[src/rtl/mux_n_pipe.sv]
// mux_n_pipe: N-input, WIDTH-bit selector feeding a registered output stage
// with a valid/ready handshake and a 2-entry (main + skid) buffer.
//
// Handshake: a word moves across an interface at a rising clk edge only when
// its valid and ready are both 1 there. Once valid is raised it stays up, and
// the payload stays stable, until that transfer happens. in_ready depends only
// on the buffer state (and on reset), never on out_ready.
module mux_n_pipe #(
  parameter int WIDTH  = 64,
  parameter int NUM_IN = 4,
  parameter int SEL_W  = 2
) (
  input  logic                    clk,
  input  logic                    reset,
  input  logic [NUM_IN*WIDTH-1:0] in_data,
  input  logic [SEL_W-1:0]        in_sel,
  input  logic                    in_valid,
  output logic                    in_ready,
  output logic [WIDTH-1:0]        out_data,
  output logic [SEL_W-1:0]        out_sel,
  output logic                    out_valid,
  input  logic                    out_ready,
  output logic                    sel_err
);

  // EMPTY: nothing held; ONE: main holds a word; FULL: main and skid both hold one.
  typedef enum logic [1:0] {
    EMPTY = 2'd0,
    ONE   = 2'd1,
    FULL  = 2'd2
  } state_e;

  state_e             state_q, state_d;
  logic [WIDTH-1:0]   main_data_q, main_data_d;
  logic [SEL_W-1:0]   main_sel_q, main_sel_d;
  logic [WIDTH-1:0]   skid_data_q, skid_data_d;
  logic [SEL_W-1:0]   skid_sel_q, skid_sel_d;
  logic               sel_err_q, sel_err_d;

  logic [WIDTH-1:0]   cap_data;
  logic               cap_err;
  logic               in_xfer;
  logic               out_xfer;

  // Channel select: out-of-range codes produce an all-zero word and an error flag.
  always_comb begin
    cap_data = '0;
    cap_err  = 1'b1;
    for (int k = 0; k < NUM_IN; k++) begin
      if (in_sel == SEL_W'(k)) begin
        cap_data = in_data[k*WIDTH +: WIDTH];
        cap_err  = 1'b0;
      end
    end
  end

  // Reset gates in_ready so nothing is accepted while the buffer is being cleared.
  assign in_ready  = !reset && (state_q != FULL);
  assign out_valid = (state_q != EMPTY);
  assign in_xfer   = in_valid && in_ready;
  assign out_xfer  = out_valid && out_ready;

  assign out_data  = main_data_q;
  assign out_sel   = main_sel_q;
  assign sel_err   = sel_err_q;

  // Next-state and buffer steering; every register holds unless a transfer moves it.
  always_comb begin
    state_d     = state_q;
    main_data_d = main_data_q;
    main_sel_d  = main_sel_q;
    skid_data_d = skid_data_q;
    skid_sel_d  = skid_sel_q;
    sel_err_d   = sel_err_q | (in_xfer & cap_err);
    unique case (state_q)
      EMPTY: begin
        if (in_xfer) begin
          main_data_d = cap_data;
          main_sel_d  = in_sel;
          state_d     = ONE;
        end
      end
      ONE: begin
        if (in_xfer && out_xfer) begin
          main_data_d = cap_data;
          main_sel_d  = in_sel;
        end else if (in_xfer) begin
          skid_data_d = cap_data;
          skid_sel_d  = in_sel;
          state_d     = FULL;
        end else if (out_xfer) begin
          state_d     = EMPTY;
        end
      end
      FULL: begin
        // in_ready is low here, so only the drain side can move.
        if (out_xfer) begin
          main_data_d = skid_data_q;
          main_sel_d  = skid_sel_q;
          state_d     = ONE;
        end
      end
      default: begin
        state_d = EMPTY;
      end
    endcase
  end

  // State and storage registers with synchronous reset.
  always_ff @(posedge clk) begin
    if (reset) begin
      state_q     <= EMPTY;
      main_data_q <= '0;
      main_sel_q  <= '0;
      skid_data_q <= '0;
      skid_sel_q  <= '0;
      sel_err_q   <= 1'b0;
    end else begin
      state_q     <= state_d;
      main_data_q <= main_data_d;
      main_sel_q  <= main_sel_d;
      skid_data_q <= skid_data_d;
      skid_sel_q  <= skid_sel_d;
      sel_err_q   <= sel_err_d;
    end
  end

endmodule

[config.mk]
export PLATFORM = sky130hd
export DESIGN_NAME = mux_n_pipe
export DESIGN_NICKNAME = d
export VERILOG_FILES = /design/src/rtl/mux_n_pipe.sv
export SDC_FILE = /design/constraint.sdc
export NUM_CORES = 1
export LEC_CHECK = 0
export ABC_AREA = 1
export CAP_MARGIN = 10
export CORE_MARGIN = 5
export CORE_UTILIZATION = 40
export DETAILED_ROUTE_END_ITERATION = 10
export PLACE_DENSITY = 0.74
export SYNTH_ARGS = -nofsm -noshare
export SYNTH_HDL_FRONTEND = slang
export SYNTH_SLANG_ARGS = --single-unit
export TNS_END_PERCENT = 1
[constraint.sdc]
create_clock -name clk -period 2.9 [get_ports clk]
set_clock_uncertainty 0.05 [all_clocks]
set_input_delay 0.58 -clock clk [delete_from_list [all_inputs] [get_ports clk]]
set_output_delay 0.58 -clock clk [all_outputs]
set_load 0.1 [all_outputs]
==> results of run 1 <==
-- worst max-delay path by stage --
stage          slack, ns  cells after the start  startpoint            to
2_1_floorplan       0.26                      5  state_q[0]      in_ready
3_3_place_gp        0.45                      6   in_sel[1]  out_data[44]
3_5_place_dp        0.44                      6   in_sel[1]  out_data[44]
5_1_grt             0.55                      5  state_q[0]      in_ready
4_1_cts             0.62                      5  state_q[0]      in_ready
6_report            0.64                      3       reset      in_ready
-- per-stage QoR --
stage	worst slack, ns	hold slack, ns
floorplan	0.263	0.405
global placement	0.451	0.361
detailed placement	0.444	0.366
CTS	0.618	0.376
global route	0.554	0.402
finish	0.635	0.377
-- placed cells by master (no fill, tap or decap), drive strengths merged --
cell and instances:
a211oi 1, o211a 1, clkbuf 20, dfxtp 135, clkdlybuf4s50 259, inv 135
clkinvlp 1, buf 94, bufinv 3, nand4 1, diode 1, or2 65
o21ai 71, a21oi 131, clkinv 9, nand2 392, nor2 139, nand3 192
-- worst register-to-register path, stage by stage (launching register included) --
cell and delay [ns]:
dfxtp_1 0.38, inv_1 0.10, nand2_4 0.18, buf_4 0.56, nor2_1 0.12, nor2_1 0.14
a21oi_1 0.08
-- flip-flops by register name, summed over array words and instances, names as in the netlist --
signal / count
out_data: 64
out_sel: 2
sel_err: 1
skid_data_q: 64
skid_sel_q: 2
state_q: 2
-- cells by family (layout without fill, tap and decap cells) --
group,after synthesis,in the layout,synth area share [%]
buffers and inverters,232,521,12.1
AND/OR/NAND/NOR,789,789,41.8
other,0,1,0
AO/OA/AOI/OAI,204,204,12.7
flip-flops,135,135,33.4
-- synthesized netlist by cell type, drive strengths merged --
cell / n
nand3: 192
o21ai: 71
nand4: 1
buf: 55
clkbuf: 41
nand2: 392
a211oi: 1
inv: 135
dfxtp: 135
nor2: 139
or2: 65
o211a: 1
clkinv: 1
a21oi: 131
-- per-layer routing --
metal	global-route usage, %	up-vias	part of all wire (%)
met5	0	-	0
met4	7.32	0	2.5
met3	5.71	37	7.3
met2	39.9	313	48
met1	28.7	4140	42
li1	-	4823	-
-- area by class of cell --
class                           count  area (um2)
Clock inverter                     12         153
Inverter                          136         513
Timing Repair Buffer              353        3410
Clock buffer                       20         447
Multi-Input combinational cell    993        4420
Sequential cell                   135        2700
Antenna cell                        1        2.50
Fill cell                        1906        8120
Tap cell                          270         338
-- power by group through the flow --
| stage | registers, W | clock network (W) | logic [W] |
|---|---|---|---|
| floorplan | 0.00267 | 0 | 0.000632 |
| global placement | 0.00206 | 0 | 0.00190 |
| detailed placement | 0.00206 | 0 | 0.00192 |
| CTS | 0.00202 | 0.00224 | 0.00193 |
| global route | 0.00203 | 0.00232 | 0.00206 |
| finish | 0.00202 | 0.00219 | 0.00191 |
==> results.py, run 1 <==
metrics = {
    "status": {
        "outcome": "finished clean",
    },
    "global_routing": {
        "antenna_found_initial": 1,
        "grt_pass1_wl_um": 44400,
        "first_global_vias": 8609,
        "grt.total_usage_pct": 23.2,
        "grt_max_degree": 68,
        "grt_overflow": 0,
    },
    "floorplanning": {
        "io_pins": 331,
        "rows": 52,
        "coreArea_mm2": 0.0201,
        "start_util_pct": 40.2,
        "fp.dieH_um": 152,
        "dieArea_mm2": 0.0232,
        "die_width_um": 152,
    },
    "cells_and_area": {
        "areaGrowthSynthToFinish_pct": 48.2,
        "finalNonFillerCells": 1920,
        "fin_area_mm2": 0.0120,
        "fin_util_pct": 59.6,
        "final_layout_size_suffix_gt1_share_pct": 10.2,
        "nets": 1898,
    },
    "worst_setup_path": {
        "crit_slowest_cell": "clkdlybuf4s50_1",
        "crit_chain": "clkdlybuf4s50_1, nor2_1, buf_12",
        "cp_max_fo": 6,
        "critPathKind": "in2out",
        "start_kind": "input pin",
        "slowest_delay_ns": 0.56,
        "cp.required_ns": 2.27,
        "crit_buf_inv": 2,
        "r2r_end": "out_data[31]",
        "rr_worst_depth": 6,
        "crit_path_end_kind": "output pin",
        "crit_family": "buffers and inverters",
        "r2r-start": "state_q[0]",
        "r2r_setup_slack_ns": 1.19,
        "arrival_ns": 1.63,
    },
    "clock_tree": {
        "path_clk_slew_ns": 0.06,
        "hold_buffers": 0,
        "cts_buffer_depth": 2,
        "cts_tree": "built",
        "h-tree-depth": 4,
        "cts.sinks": 135,
        "ctsResizeCount": 0,
        "numCtsBuffers": 17,
        "cts_setup_buffers": 0,
        "clkLatencyLatePin_ns": 0.41,
        "clockRootBuffer": "clkbuf_16",
    },
    "logic_synthesis": {
        "synth-seq-area-share_pct": 33.4,
        "yosys.area.top_type": "dfxtp_1",
        "synthCells": 1360,
        "synthDistinctLibCells": 21,
        "yosysTopAreaCellShare_pct": 33.4,
        "synth_area_per_cell_um2": 5.95,
        "synth_area_mm2": 0.00809,
        "synthesis.nets": 1622,
        "synth_seq_cells": 135,
        "ys_warn_count": 0,
        "synth_area_leaders": "dfxtp_1 33%, nand2_1 18%, nand3_1 12%, a21oi_1 8.1%, nor2_1 6.4%",
    },
    "place": {
        "dp.cells": 1887,
        "place_congestion": 0.867,
        "dp_hpwl_um": 19800,
        "placed_cell_area_mm2": 0.0114,
        "numPortBuffers": 330,
    },
    "hold_path": {
        "holdPathEnd": "sel_err",
        "min_path_cells": 2,
        "min_path_type": "reg2reg",
        "holdCritStartpoint": "sel_err",
    },
    "power_and_ir_drop": {
        "p_per_area_mw_per_mm2": 511,
        "combPwrFrac_pct": 31.2,
        "switchingPower_w": 0.00211,
        "total_power_w": 0.00613,
        "p_clk_share_pct": 35.8,
        "power.leakage_nw": 5.68,
        "switching_share_pct": 34.5,
        "pwr-share-seq_pct": 33.0,
        "p_int_w": 0.00401,
        "irDropWorstVdd_mv": 0.420,
    },
    "detailed_routing": {
        "wirelength_um": 27900,
        "wl_per_cell_um": 14.5,
        "viasPerCell": 4.85,
        "final_antenna_net_count": 0,
        "first_pass_iters": 5,
        "drc_errors": 0,
        "drtIter0Drc": 473,
        "via_count": 9313,
    },
    "timing": {
        "finalSetupTns_ns": 0,
        "finalSetupViolCount": 0,
        "finalHoldViolations": 0,
        "slew_violations": 0,
        "fmax_ghz": 0.442,
        "worst_slew_pin_slew_ns": 0.682,
        "fin_crit_ns": 2.26,
        "finalCritPeriodShare_pct": 78.1,
        "rsz0062_at_grt": "false",
        "slew_headroom_pct": 54.6,
    },
    "job": {
        "drv_cap": 0,
    },
}
(Power assumes the default switching activity.)
==> run 2: changes to the inputs <==
PLACE_DENSITY = 0.77   (was 0.74)
clock period = 2 ns   (was 2.9 ns; I/O delays follow)
==> run 2 against run 1 <==
- non-clock buffer count is 13 higher
- global-route usage rose by 0.47 points
- clock-buffer cell count decreased by 1
- register-to-register slack lost 0.80 ns
- combinational power rose by 49%
- worst setup slack got worse by 0.52 ns
- worst hold slack gained 0.0018 ns
- die area unchanged
- critical path type is now reg2out
==> results.py, run 2 (synthesis gave the netlist of run 1 again) <==
metrics = {
    "timing": {
        "finalSetupViolCount": 0,
        "fmax_ghz": 0.530,
        "slew_violations": 0,
        "finalHoldViolations": 0,
        "finalCritPeriodShare_pct": 94.3,
        "layout_setup_ws_ns": 0.113,
        "whs_ns": 0.379,
        "worst_slew_pin_slew_ns": 0.457,
        "slew_headroom_pct": 69.6,
        "fin_crit_ns": 1.89,
        "rsz0062_at_grt": "false",
    },
    "worst_setup_path": {
        "critPathKind": "reg2out",
        "rr_worst_depth": 7,
        "start_kind": "flip-flop",
        "r2r_end": "out_data[21]",
        "cp_max_fo": 5,
        "cp.required_ns": 1.55,
        "arrival_ns": 1.44,
        "r2r-start": "state_q[1]",
        "crit_path_end_kind": "output pin",
        "r2r_setup_slack_ns": 0.39,
    },
    "cells_and_area": {
        "final_layout_size_suffix_gt1_share_pct": 11.1,
        "layout.filler_cells": 1935,
        "seq_area_mm2": 0.00270,
        "final_cell_mix": "388 x nand2_1, 259 x clkdlybuf4s50_1, 192 x nand3_1",
        "fin_util_pct": 60.8,
        "multi_input_area_mm2": 0.00443,
        "layout_commonest_cell": "nand2_1",
        "nets": 1911,
        "areaGrowthSynthToFinish_pct": 51.1,
    },
    "global_routing": {
        "first_global_vias": 9087,
        "grt_max_degree": 96,
        "grt.total_usage_pct": 23.7,
        "grt_pass1_wl_um": 45500,
        "antenna_found_initial": 2,
        "grt_overflow": 0,
    },
    "power_and_ir_drop": {
        "power.leakage_nw": 5.79,
        "irDropWorstVdd_mv": 0.585,
        "p_per_area_mw_per_mm2": 735,
    },
    "floorplanning": {
        "rows": 52,
        "dieArea_mm2": 0.0232,
        "coreArea_mm2": 0.0201,
        "fp.dieH_um": 152,
        "io_pins": 331,
        "start_util_pct": 40.2,
        "die_width_um": 152,
    },
    "detailed_routing": {
        "wirelength_um": 28400,
        "viasPerCell": 4.92,
        "wl_per_cell_um": 14.7,
        "drc_errors": 0,
        "drtIter0Drc": 615,
        "first_pass_iters": 5,
        "via_count": 9506,
        "final_antenna_net_count": 0,
    },
    "clock_tree": {
        "ctsResizeCount": 0,
        "cts.sinks": 135,
        "path_clk_slew_ns": 0.05,
        "cts_buffer_depth": 2,
        "numCtsBuffers": 17,
        "h-tree-depth": 4,
        "clkLatencyLatePin_ns": 0.41,
        "clockRootBuffer": "clkbuf_16",
        "cts_setup_buffers": 0,
        "cts_tree": "built",
        "hold_buffers": 0,
    },
    "job": {
        "drv_cap": 0,
    },
    "hold_path": {
        "holdCritStartpoint": "sel_err",
        "min_path_type": "reg2reg",
        "min_path_cells": 2,
        "holdPathEnd": "sel_err",
    },
    "place": {
        "numPortBuffers": 330,
        "place_congestion": 0.909,
        "detailedPlace.worstSlack_ns": 0.00541,
        "dp_hpwl_um": 20600,
    },
    "status": {
        "outcome": "finished clean",
    },
}
run 2: cell types whose count changed in the layout (fill, tap and decap cells not counted), sizes merged:
cell    change
buf        +13
clkbuf      -1
clkinv      +1
run 2: per-stage QoR:
step | power, W | instance area, um2 | TNS [ns] | cells
2_1_floorplan | 0.00479 | 8090 | -0.593 | 1360
3_3_place_gp | 0.00580 | 11600 | 0 | 1900
3_5_place_dp | 0.00584 | 11600 | 0 | 1900
4_1_cts | 0.00906 | 12200 | 0 | 1932
5_1_grt | 0.00939 | 12200 | 0 | 1933
6_report | 0.00898 | 12200 | 0 | 1933
run 2: how the worst max path moves through the flow:
| stage | startpoint | endpoint | slack [ns] |
|---|---|---|---|
| after floorplan | state_q[0] | out_data[0] | -0.02 |
| after global placement | reset | out_data[21] | 0.06 |
| after detailed placement | reset | out_data[16] | 0.005 |
| after CTS | state_q[0] | in_ready | 0.09 |
| after global routing | state_q[0] | in_ready | 0.006 |
| final | state_q[0] | in_ready | 0.11 |
run 2: final cells by class:
| class | instances | area share (%) |
|---|---|---|
| Multi-Input combinational cell | 993 | 36.2 |
| Timing Repair Buffer | 366 | 29.7 |
| Sequential cell | 135 | 22.1 |
| Inverter | 136 | 4.20 |
| Clock buffer | 19 | 3.71 |
| Tap cell | 270 | 2.76 |
| Clock inverter | 13 | 1.26 |
| Antenna cell | 1 | 0.0205 |
run 2: routing by layer:
| layer | share of wire [%] | GRT usage [%] | vias to the layer above |
|---|---|---|---|
| li1 | - | - | 4857 |
| met1 | 41 | 27.6 | 4298 |
| met2 | 49 | 42.0 | 312 |
| met3 | 7.4 | 6.31 | 39 |
| met4 | 2.6 | 8.22 | 0 |
| met5 | 0 | 0 | - |
run 2: worst max-delay path, cell delays in order (launching register included):
cell and delay [ns]:
dfxtp_1 0.39, inv_1 0.10, nand2_4 0.10, inv_1 0.09, nor2_2 0.15, buf_12 0.20
run 2: power by group:
group / internal [W] / switching, W
Sequential: 0.00285 / 0.0000822
Clock: 0.00202 / 0.00118
Combinational: 0.00103 / 0.00182
